$ cat config.mk
export PLATFORM = sky130hd
export DESIGN_NAME = decode_issue
export DESIGN_NICKNAME = d
export VERILOG_FILES = /design/src/rtl/decode_pkg.sv /design/src/rtl/decode_regfile.sv /design/src/rtl/decode_issue.sv
export SDC_FILE = /design/constraint.sdc
export NUM_CORES = 2
export LEC_CHECK = 0
export BUFFER_PORTS_ARGS = -buffer_cell sky130_fd_sc_hd__buf_4
export CAP_MARGIN = 20
export CORE_ASPECT_RATIO = 0.6
export CORE_MARGIN = 1.5
export CORE_UTILIZATION = 64
export CTS_BUF_LIST = sky130_fd_sc_hd__clkbuf_8
export DETAILED_ROUTE_END_ITERATION = 10
export HOLD_SLACK_MARGIN = 0.02
export PLACE_DENSITY = 0.81
export SLEW_MARGIN = 0
export SYNTH_ARGS = -nofsm -noshare
export SYNTH_HDL_FRONTEND = slang
export SYNTH_SLANG_ARGS = --single-unit
$ cat constraint.sdc
create_clock -name clock -period 10.1 [get_ports clock]
set_input_delay 1.01 -clock clock [delete_from_list [all_inputs] [get_ports clock]]
set_output_delay 1.01 -clock clock [all_outputs]
set_load 0.01 [all_outputs]
$ cat src/rtl/decode_pkg.sv
// Shared definitions for the decode/issue stage.
//   - Architectural sizes (register count, data width, opcode width).
//   - Opcode constants, including the NOP that is issued for illegal opcodes.
//   - Instruction field positions and the decoded-instruction struct.
//   - decode_instr(): splits an instruction word into its fields and
//     classifies which operands it reads and whether it writes rd.
package decode_pkg;

    localparam int NUM_REGS = 32;
    localparam int DATA_W   = 32;
    localparam int OPC_W    = 8;
    localparam int REG_AW   = 5;
    localparam int IMM_W    = 14;
    localparam int INSTR_W  = 32;

    localparam logic [OPC_W-1:0] OPC_ADD      = 8'h00;
    localparam logic [OPC_W-1:0] OPC_SUB      = 8'h01;
    localparam logic [OPC_W-1:0] OPC_MUL      = 8'h02;
    localparam logic [OPC_W-1:0] OPC_MEM_BASE = 8'h10;
    localparam logic [OPC_W-1:0] OPC_MEM_LAST = 8'h1F;
    localparam logic [OPC_W-1:0] OPC_BEQ      = 8'h30;
    localparam logic [OPC_W-1:0] OPC_JUMP     = 8'h31;
    localparam logic [OPC_W-1:0] OPC_TLBWRITE = 8'h32;
    localparam logic [OPC_W-1:0] OPC_IRET     = 8'h33;
    localparam logic [OPC_W-1:0] OPC_NOP      = 8'hFF;

    // Field positions: opcode[31:24] rd[23:19] ra[18:14] rb[13:9] imm[13:0].
    // rb and imm overlap; which one is meaningful depends on the opcode.
    localparam int OPC_LSB = 24;
    localparam int RD_LSB  = 19;
    localparam int RA_LSB  = 14;
    localparam int RB_LSB  = 9;
    localparam int IMM_LSB = 0;

    typedef struct packed {
        logic [OPC_W-1:0]  opcode;     // OPC_NOP when the raw opcode is illegal
        logic [REG_AW-1:0] rd;
        logic [REG_AW-1:0] ra;
        logic [REG_AW-1:0] rb;
        logic [IMM_W-1:0]  imm;
        logic              uses_rb;
        logic              writes_rd;
    } decoded_t;

    function automatic logic is_mem_op(input logic [OPC_W-1:0] opcode);
        return (opcode >= OPC_MEM_BASE) && (opcode <= OPC_MEM_LAST);
    endfunction

    function automatic decoded_t decode_instr(input logic [INSTR_W-1:0] instr);
        decoded_t d;
        d.opcode    = instr[OPC_LSB +: OPC_W];
        d.rd        = instr[RD_LSB  +: REG_AW];
        d.ra        = instr[RA_LSB  +: REG_AW];
        d.rb        = instr[RB_LSB  +: REG_AW];
        d.imm       = instr[IMM_LSB +: IMM_W];
        d.uses_rb   = 1'b0;
        d.writes_rd = 1'b0;
        case (d.opcode) inside
            OPC_ADD, OPC_SUB, OPC_MUL: begin
                d.uses_rb   = 1'b1;
                d.writes_rd = 1'b1;
            end
            [OPC_MEM_BASE:OPC_MEM_LAST]:      ;  // ra + imm, result not written here
            OPC_BEQ, OPC_TLBWRITE, OPC_IRET:  d.uses_rb = 1'b1;
            OPC_JUMP:                         ;  // ra only
            default:                          d.opcode = OPC_NOP;
        endcase
        return d;
    endfunction

endpackage

$ cat src/rtl/decode_regfile.sv
// 32x32 architectural register file for the decode/issue stage.
//   clock, reset_c      : rising-edge clock, synchronous active-low reset
//   rd_addr1/rd_data1   : read port 1 (combinational)
//   rd_addr2/rd_data2   : read port 2 (combinational)
//   wr_en/wr_addr/wr_data : write port, written at the end of the cycle
// R0 always reads zero and ignores writes. A read of the register being
// written in the same cycle returns the write data (write-through bypass).
module decode_regfile
    import decode_pkg::*;
(
    input  logic              clock,
    input  logic              reset_c,
    input  logic [REG_AW-1:0] rd_addr1,
    output logic [DATA_W-1:0] rd_data1,
    input  logic [REG_AW-1:0] rd_addr2,
    output logic [DATA_W-1:0] rd_data2,
    input  logic              wr_en,
    input  logic [REG_AW-1:0] wr_addr,
    input  logic [DATA_W-1:0] wr_data
);

    logic [DATA_W-1:0] regs [NUM_REGS];
    logic              wr_live;

    assign wr_live = wr_en && (wr_addr != '0);

    // NOTE: the array is cleared entry by entry because reset must leave every
    // architectural register at zero; a reset-less memory would power up X.
    always_ff @(posedge clock) begin
        if (!reset_c) begin
            for (int i = 0; i < NUM_REGS; i++) begin
                regs[i] <= '0;
            end
        end else if (wr_live) begin
            regs[wr_addr] <= wr_data;
        end
    end

    assign rd_data1 = (rd_addr1 == '0)                    ? '0      :
                      (wr_live && (rd_addr1 == wr_addr))  ? wr_data :
                                                            regs[rd_addr1];
    assign rd_data2 = (rd_addr2 == '0)                    ? '0      :
                      (wr_live && (rd_addr2 == wr_addr))  ? wr_data :
                                                            regs[rd_addr2];

endmodule

$ cat src/rtl/decode_issue.sv
// Decode/issue stage in front of the ALU.
//   clock, reset_c : rising-edge clock, synchronous active-low reset
//   fetch_valid, fetch_instr : instruction offered by fetch
//   decode_ready   : combinational accept; transfer when fetch_valid && decode_ready
//   stall_alu      : ALU stalled, hold everything on the issue side
//   dec_val1, dec_val2, dec_instr : registered operands/opcode to the ALU
//   wb_data, wb_en : ALU result returning for writeback
//   branch_taken   : ALU redirect, squash the wrong-path work
// Two tracking stages follow each instruction: issue_rd/issue_writes for the
// instruction on the issue outputs, and wb_rd/wb_valid for the one in the ALU
// whose result may arrive on wb_data this cycle.
module decode_issue
    import decode_pkg::*;
(
    input  logic               clock,
    input  logic               reset_c,
    input  logic               fetch_valid,
    input  logic [INSTR_W-1:0] fetch_instr,
    output logic               decode_ready,
    input  logic               stall_alu,
    output logic [DATA_W-1:0]  dec_val1,
    output logic [DATA_W-1:0]  dec_val2,
    output logic [OPC_W-1:0]   dec_instr,
    input  logic [DATA_W-1:0]  wb_data,
    input  logic               wb_en,
    input  logic               branch_taken
);

    decoded_t          dec;
    logic              is_legal;
    logic              hazard;
    logic              accept;

    logic [DATA_W-1:0] rd_data1;
    logic [DATA_W-1:0] rd_data2;

    logic [REG_AW-1:0] issue_rd;
    logic              issue_writes;
    logic [REG_AW-1:0] wb_rd;
    logic              wb_valid;

    logic [DATA_W-1:0] nxt_val1;
    logic [DATA_W-1:0] nxt_val2;
    logic [OPC_W-1:0]  nxt_instr;
    logic [REG_AW-1:0] nxt_rd;
    logic              nxt_writes;

    assign dec      = decode_instr(fetch_instr);
    assign is_legal = (dec.opcode != OPC_NOP);

    decode_regfile u_regfile (
        .clock    (clock),
        .reset_c  (reset_c),
        .rd_addr1 (dec.ra),
        .rd_data1 (rd_data1),
        .rd_addr2 (dec.rb),
        .rd_data2 (rd_data2),
        .wr_en    (wb_en && wb_valid),
        .wr_addr  (wb_rd),
        .wr_data  (wb_data)
    );

    // The producer on the issue outputs has no result yet; the bypass only
    // covers it one cycle later, so a matching source costs one bubble.
    assign hazard = fetch_valid && issue_writes && (issue_rd != '0) &&
                    ((is_legal && (dec.ra == issue_rd)) ||
                     (dec.uses_rb && (dec.rb == issue_rd)));

    // Priority: reset, then ALU stall, then redirect (always consumes), then hazard.
    always_comb begin
        // NOTE: default first so every path assigns the signal and no latch is inferred.
        decode_ready = 1'b0;
        if (reset_c && !stall_alu) begin
            decode_ready = branch_taken || !hazard;
        end
    end

    assign accept = fetch_valid && decode_ready && !branch_taken;

    always_comb begin
        nxt_instr  = OPC_NOP;
        nxt_val1   = '0;
        nxt_val2   = '0;
        nxt_rd     = '0;
        nxt_writes = 1'b0;
        if (accept && is_legal) begin
            nxt_instr  = dec.opcode;
            nxt_val1   = rd_data1;
            nxt_rd     = dec.rd;
            nxt_writes = dec.writes_rd;
            if (is_mem_op(dec.opcode)) begin
                nxt_val2 = {{(DATA_W-IMM_W){dec.imm[IMM_W-1]}}, dec.imm};
            end else if (dec.uses_rb) begin
                nxt_val2 = rd_data2;
            end
        end
    end

    // NOTE: non-blocking assignments here so every register samples the
    // pre-edge values, independent of statement order.
    always_ff @(posedge clock) begin
        if (!reset_c) begin
            dec_val1     <= '0;
            dec_val2     <= '0;
            dec_instr    <= OPC_NOP;
            issue_rd     <= '0;
            issue_writes <= 1'b0;
            wb_rd        <= '0;
            wb_valid     <= 1'b0;
        end else if (!stall_alu) begin
            dec_val1     <= nxt_val1;
            dec_val2     <= nxt_val2;
            dec_instr    <= nxt_instr;
            issue_rd     <= nxt_rd;
            issue_writes <= nxt_writes;
            wb_rd        <= issue_rd;
            // A redirect kills the instruction now entering the ALU.
            wb_valid     <= issue_writes && !branch_taken;
        end
    end

endmodule

# --- Yosys cells after proc, flatten, opt, wreduce, memory -nomap -nowiden ---
# Memories as Yosys holds them, arrays and structs flattened.
# Index checks and enable logic that the tools add are counted.
totals:
  reg_bits: 84
  latch_bits: 0
  mem_bits_rw: 1024
  mem_bits_ro: 0
  in_bits: 70
  wordCells: 79
  memories: 1
classes:
  add_sub_neg: 0
  mul: 0
  div_mod_pow: 0
  magnitude_cmp: 4
  n_eq_ne: 11
  n_shift: 0
  muxes: 27
  bitwise: 0
  reduce_logical: 29
mem_list:
  columns: ["memory", "words", "width", "read_ports", "rd_clocked_by_memory_dff", "write_ports", "line_no", "source"]
  rows:
  - ["u_regfile.regs", 32, 32, 2, 0, 32, "decode_regfile.sv:22", "logic [DATA_W-1:0] regs [NUM_REGS];"]
op_table:
  columns: ["cell", "n"]
  rows:
  - ["32-bit 2-to-1 mux", 9]
  - ["8-bit 2-to-1 mux", 5]
  - ["8-bit by 6-bit == test with 1-bit output (second input constant)", 4]
  - ["32-bit OR reduction", 1]
  - ["5-bit == test", 4]
  - ["8-bit by 5-bit greater-or-equal comparator with 1-bit output (second input constant)", 2]
  - ["8-bit by 5-bit <= comparator with 1-bit output (second input constant)", 2]
  - ["1-bit logical AND", 16]
  - ["1-bit 2-to-1 mux", 11]
  - ["5-bit zero test", 2]
  - ["5-bit 2-to-1 mux", 2]
  - ["5-bit nonzero test", 2]
  - ["8-bit by 1-bit == test with 1-bit output (second input constant)", 1]
  - ["8-bit by 2-bit == test with 1-bit output (second input constant)", 1]
  - ["8-bit zero test", 1]
  - ["8-bit inequality test (second input constant)", 1]
  - ["3-bit OR reduction", 2]
  - ["1-bit zero test", 3]
  - ["1-bit logical OR", 2]

# --- Logic depth before layout (Yosys ltp) ---
logic_depth:
  ltp_word: 16
  depth_mapped: 11

# --- Hierarchy ---
# From an unflattened synthesis, not the netlist that was laid out.
unflattened:
  hier_cells: 4235
  area_unflattened_um2: 59082.9
by_module_without_submodules:
  columns: ["mod", "instances", "cells_each", "area_per_inst_um2"]
  rows:
  - ["decode_regfile", 1, 3919, 55782.2]
  - ["decode_issue", 1, 316, 3300.7]

# --- Worst setup path after synthesis ---
# No wires, ideal clock.
synth_timing:
  kind: "input -> register"
  start: "input reset_c"
  end: "memory u_regfile.regs[12][0], enable pin"
  setup_time_ns: 0.466
  t_arrival_ns: 4.108
  required_ns: 9.634
  setup_slack_ns: 5.527
  stages: 6
  n_path_buf: 2
  path_cell_list: "nand3_1 nor2_1 nand3b_1 clkbuf_1 clkbuf_1 o21ai_0"
synth_lines:
  columns: ["item", "line_no", "source"]
  rows:
  - ["start: declaration", "decode_issue.sv:16", "input logic reset_c,"]
  - ["end: declaration", "decode_regfile.sv:22", null]

# --- Worst setup path in the final report ---
layout_timing:
  start: "input fetch_instr[9]"
  end: "output decode_ready"
layout_between:
  elab_chain_cells: 7
layout_rtl:
  columns: ["item", "line_no", "source"]
  rows:
  - ["start: declaration", "decode_issue.sv:18", "input logic [INSTR_W-1:0] fetch_instr,"]
  - ["5-bit == test", "decode_issue.sv:67", "(dec.uses_rb && (dec.rb == issue_rd)));"]
  - ["1-bit logical AND", "decode_issue.sv:67", null]
  - ["1-bit logical OR", "decode_issue.sv:66", "((is_legal && (dec.ra == issue_rd)) ||"]
  - ["1-bit logical AND", "decode_issue.sv:65", "assign hazard = fetch_valid && issue_writes && (issue_rd != '0) &&"]
  - ["1-bit zero test", "decode_issue.sv:74", "decode_ready = branch_taken || !hazard;"]
  - ["1-bit logical OR", "decode_issue.sv:74", null]
  - ["1-bit 2-to-1 mux", "decode_issue.sv:73", "if (reset_c && !stall_alu) begin"]
  - ["end: declaration", "decode_issue.sv:19", "output logic decode_ready,"]
# Every way passes these cells.

==> impl_results.md <==
- FMAX: around 210 MHz
- Status: complete, no violations
- Final net count: 3865
- RSZ-0062 raised after global routing: false
- TNS Setup: 0 ns
- Total number of vias: 38800
- Num CTS Buffers: between 150 and 200
- Worst skew pair latency: roughly 0.91 ns
- CTS tree: yes
- Period utilization: 46.6%
- Layout fillers: 5406
- DRT Pass-1 Iters: 6
- Number of synthesized flops with an enable pin: about 1000
- Die Wd: roughly 390 µm
- Initial antenna violation count: 16
- Worst hold path class: in -> reg
- Grt ovf: 0
- Vias in the first global route: approximately 37000
- Max-Cap Viols: 0
- Core Region: slightly below 0.09 mm²
- Switching share of total power: approximately a quarter
- Seq pwr share: between 50% and 60%
- CTS clock-pin slew for the worst setup and hold paths: 0.06 ns
- Total track usage: between 40% and 50%
- VDD IR max: around 0.14 mV
- Initial Utilization: 65.1%
- Pwr Density: 159 mW/mm²
- Pwr Total: between 10 and 15 mW
- DP HPWL: 110000 µm
- Internal power: roughly 7.4 mW
- Clk root buf: clkbuf_8
- Final hold vios: 0
- Antenna-violating nets left: 0
- Final-report max-slew violation count: 0
- Post-route insts no fill: about 5100
- Placed insts: ~4800
- Switching power: 2.64 mW
- CP Launch Type: input port
- Drt initial violations: 7822
- Register area share after synthesis: 56.4%
- Max-slew headroom: roughly 16%
- Clock share of power: between 30 and 40%
- WS Path Type: in -> out
- Final setup violation count: 0
- Cells after Synth: approximately 3800
- Ys Warns: 0
- Ports: around 140
- Port-buffer cells: between 100 and 150
- Die Span Y: between 200 and 250 µm
- Wirelength per Cell: about 37 µm
- Setup bufs post-CTS: 0
- Logic gate share of total power: between 10% and 20%
- H-tree depth: 4
- Max Root-Sink Buffers: 3
- Worst Hold Slack: around 0.35 ns
- # DRC: 0
- Worst setup EP type: output pin
- Synth Cell Area: 0.0575 mm²
- Fin crit period: 4.70 ns
- Leakage: between 20 and 25 nW
- Final core occ: 71.6%
- RD Place Congestion: a little over 0.9
- Post-CTS Resized: 0
- Final Skew: between 0.05 and 0.06 ns
- P&R area growth vs syn: 10.0%
- Mean Syn Cell Area: approximately 15 µm²
- WP data arrival: 3.69 ns
- Worst slew pin tran: between 1 and 1.5 ns
- Drt total wl: 190000 µm
- Die footprint: 0.0917 mm²
- Yosys reg bits: around 1100
- Ratio of cells with drive above 1 in the final layout: 29.1%
- FFs w/ async S/R, synth: 0%
- Crit Path Max Fanout: 65
- Via density: 7.60
- Worst EP required: roughly 9.1 ns
- Sequential Area: roughly 0.032 mm²
- Hold Buf Count CTS: 0
- Clock tree sinks: roughly 1100
- Dominant synthesized flop cell: edfxtp_1
- Row count: 84
- First-pass GRT wire length: around 270000 µm
- Synth unique cells: 54
- Area of the multi-input gates: about 0.024 mm²
- Pin count of the biggest net entering global routing: ~150
## through the flow
step	worst slack, ns	cell area, µm²
finish	5.40	63200
global route	5.23	63200
CTS	5.35	63100
detailed placement	5.32	59800
global placement	5.33	59800
floorplan	5.53	57600
## layout by cell type, fill, tap and decap left out, drive strengths merged, types with 4 or more instances in the layout
master | synthesis | routed
o21ai | 71 | 71
a211oi | 11 | 11
conb | 1 | 32
a22o | 4 | 4
clkbuf | 343 | 192
a22oi | 49 | 49
dfxtp | 84 | 84
diode | 0 | 5
a311oi | 4 | 4
o22ai | 27 | 27
mux2 | 44 | 44
a221o | 8 | 8
or4 | 5 | 5
and2 | 746 | 746
o211ai | 10 | 10
inv | 12 | 82
mux4 | 540 | 540
nor4 | 6 | 6
nand3 | 11 | 11
xnor2 | 15 | 15
o221ai | 23 | 23
a221oi | 23 | 23
buf | 94 | 250
a21oi | 15 | 15
nand3b | 6 | 6
nor3 | 281 | 281
nor4b | 4 | 4
edfxtp | 1024 | 1024
nor2b | 5 | 5
a31oi | 20 | 20
nor2 | 72 | 72
clkinv | 1 | 33
xor2 | 7 | 7
mux2i | 145 | 145
a211o | 36 | 36
nand2 | 13 | 13
or3 | 13 | 13
## critical path, cell delays in order
cell	delay [ns]
buf_8	0.52
buf_4	0.66
xnor2_1	0.20
nand3_1	0.16
nor4_2	0.58
a211oi_1	0.28
buf_4	0.25
## flip-flops by register name, indices dropped and copies added, names as in the netlist
register,count
wb_rd,5
u_regfile.regs,1024
issue_rd,5
dec_instr,8
wb_valid,1
dec_val1,32
dec_val2,32
issue_writes,1
## power groups by stage
| stage | clock network, mW | registers (mW) | logic [mW] |
|---|---|---|---|
| after floorplan | 0 | 5.31 | 0.656 |
| after global placement | 0 | 5.32 | 1.03 |
| after detailed placement | 0 | 5.33 | 1.04 |
| after CTS | 3.67 | 5.23 | 1.04 |
| after global routing | 3.85 | 5.25 | 1.12 |
| final | 3.70 | 5.24 | 1.11 |
## layer usage
metal / part of all wire [%] / global-route usage, %
met1: 33 / 57.2
met2: 41 / 54.8
met4: 3.5 / 14.6
met3: 22 / 24.4
met5: 0.22 / 2.65
## worst paths after layout
| check | to | start | cells past startpoint | slack [ns] |
|---|---|---|---|---|
| max | decode_ready | fetch_instr[9] | 7 | 5.40 |
| min | dec_val1[7] | wb_data[7] | 3 | 0.35 |
| max reg2reg | dec_val1[12] | wb_rd[3] | 8 | 6.03 |
| min reg2reg | dec_val2[15] | dec_val2[15] | 1 | 0.48 |
## synth_stat cells (3+ instances only)
cell	instances	share of area, %
nor4b_1	4	0.061
buf_2	32	0.28
a211oi_1	11	0.14
inv_1	11	0.072
nor4_1	4	0.044
a221o_1	8	0.14
o21ai_1	4	0.035
o221ai_1	23	0.35
xnor2_1	15	0.23
o21ai_0	67	0.58
mux4_2	540	21
or3_1	13	0.14
a21oi_1	15	0.13
nor3_1	280	2.4
and2_1	746	8.1
a221oi_1	23	0.35
mux2i_1	145	2.5
buf_4	9	0.12
o211ai_1	9	0.12
buf_1	53	0.35
a22oi_1	49	0.64
nand3b_1	6	0.078
nor2_1	72	0.47
mux2_2	44	0.86
a311oi_1	4	0.061
edfxtp_1	1024	53
or4_1	5	0.065
o22ai_1	27	0.29
or3b_2	3	0.046
nor2b_1	5	0.054
clkbuf_1	343	2.2
xor2_1	7	0.11
a31oi_1	20	0.22
nand2_1	13	0.085
nand3_1	11	0.096
a211o_1	36	0.55
dfxtp_1	84	2.9
a22o_1	4	0.061
## logic make-up (layout without fill, tap and decap cells)
kind of cell           count (synthesis)  in the layout  share of synthesized area (%)
AND/OR/NAND/NOR                     1170           1170                           11.8
flip-flops                          1108           1108                           56.4
multiplexers                         729            729                           24.5
buffers and inverters                450            563                           3.07
AO/OA/AOI/OAI                        309            309                           3.81
XOR/XNOR                              22             22                          0.335
other                                  1             37                        0.00652
## layout make-up
| type | instances | area share (%) |
|---|---|---|
| flip-flops and latches | 1108 | 51.3 |
| well taps | 1161 | 2.30 |
| multi-input cells | 2262 | 37.9 |
| clock buffers | 192 | 4.18 |
| inverters | 13 | 0.0772 |
| diodes | 5 | 0.0198 |
| repair buffers | 250 | 3.26 |
| clock inverters | 108 | 0.948 |
No activity file was read; power rests on OpenSTA's default activity.
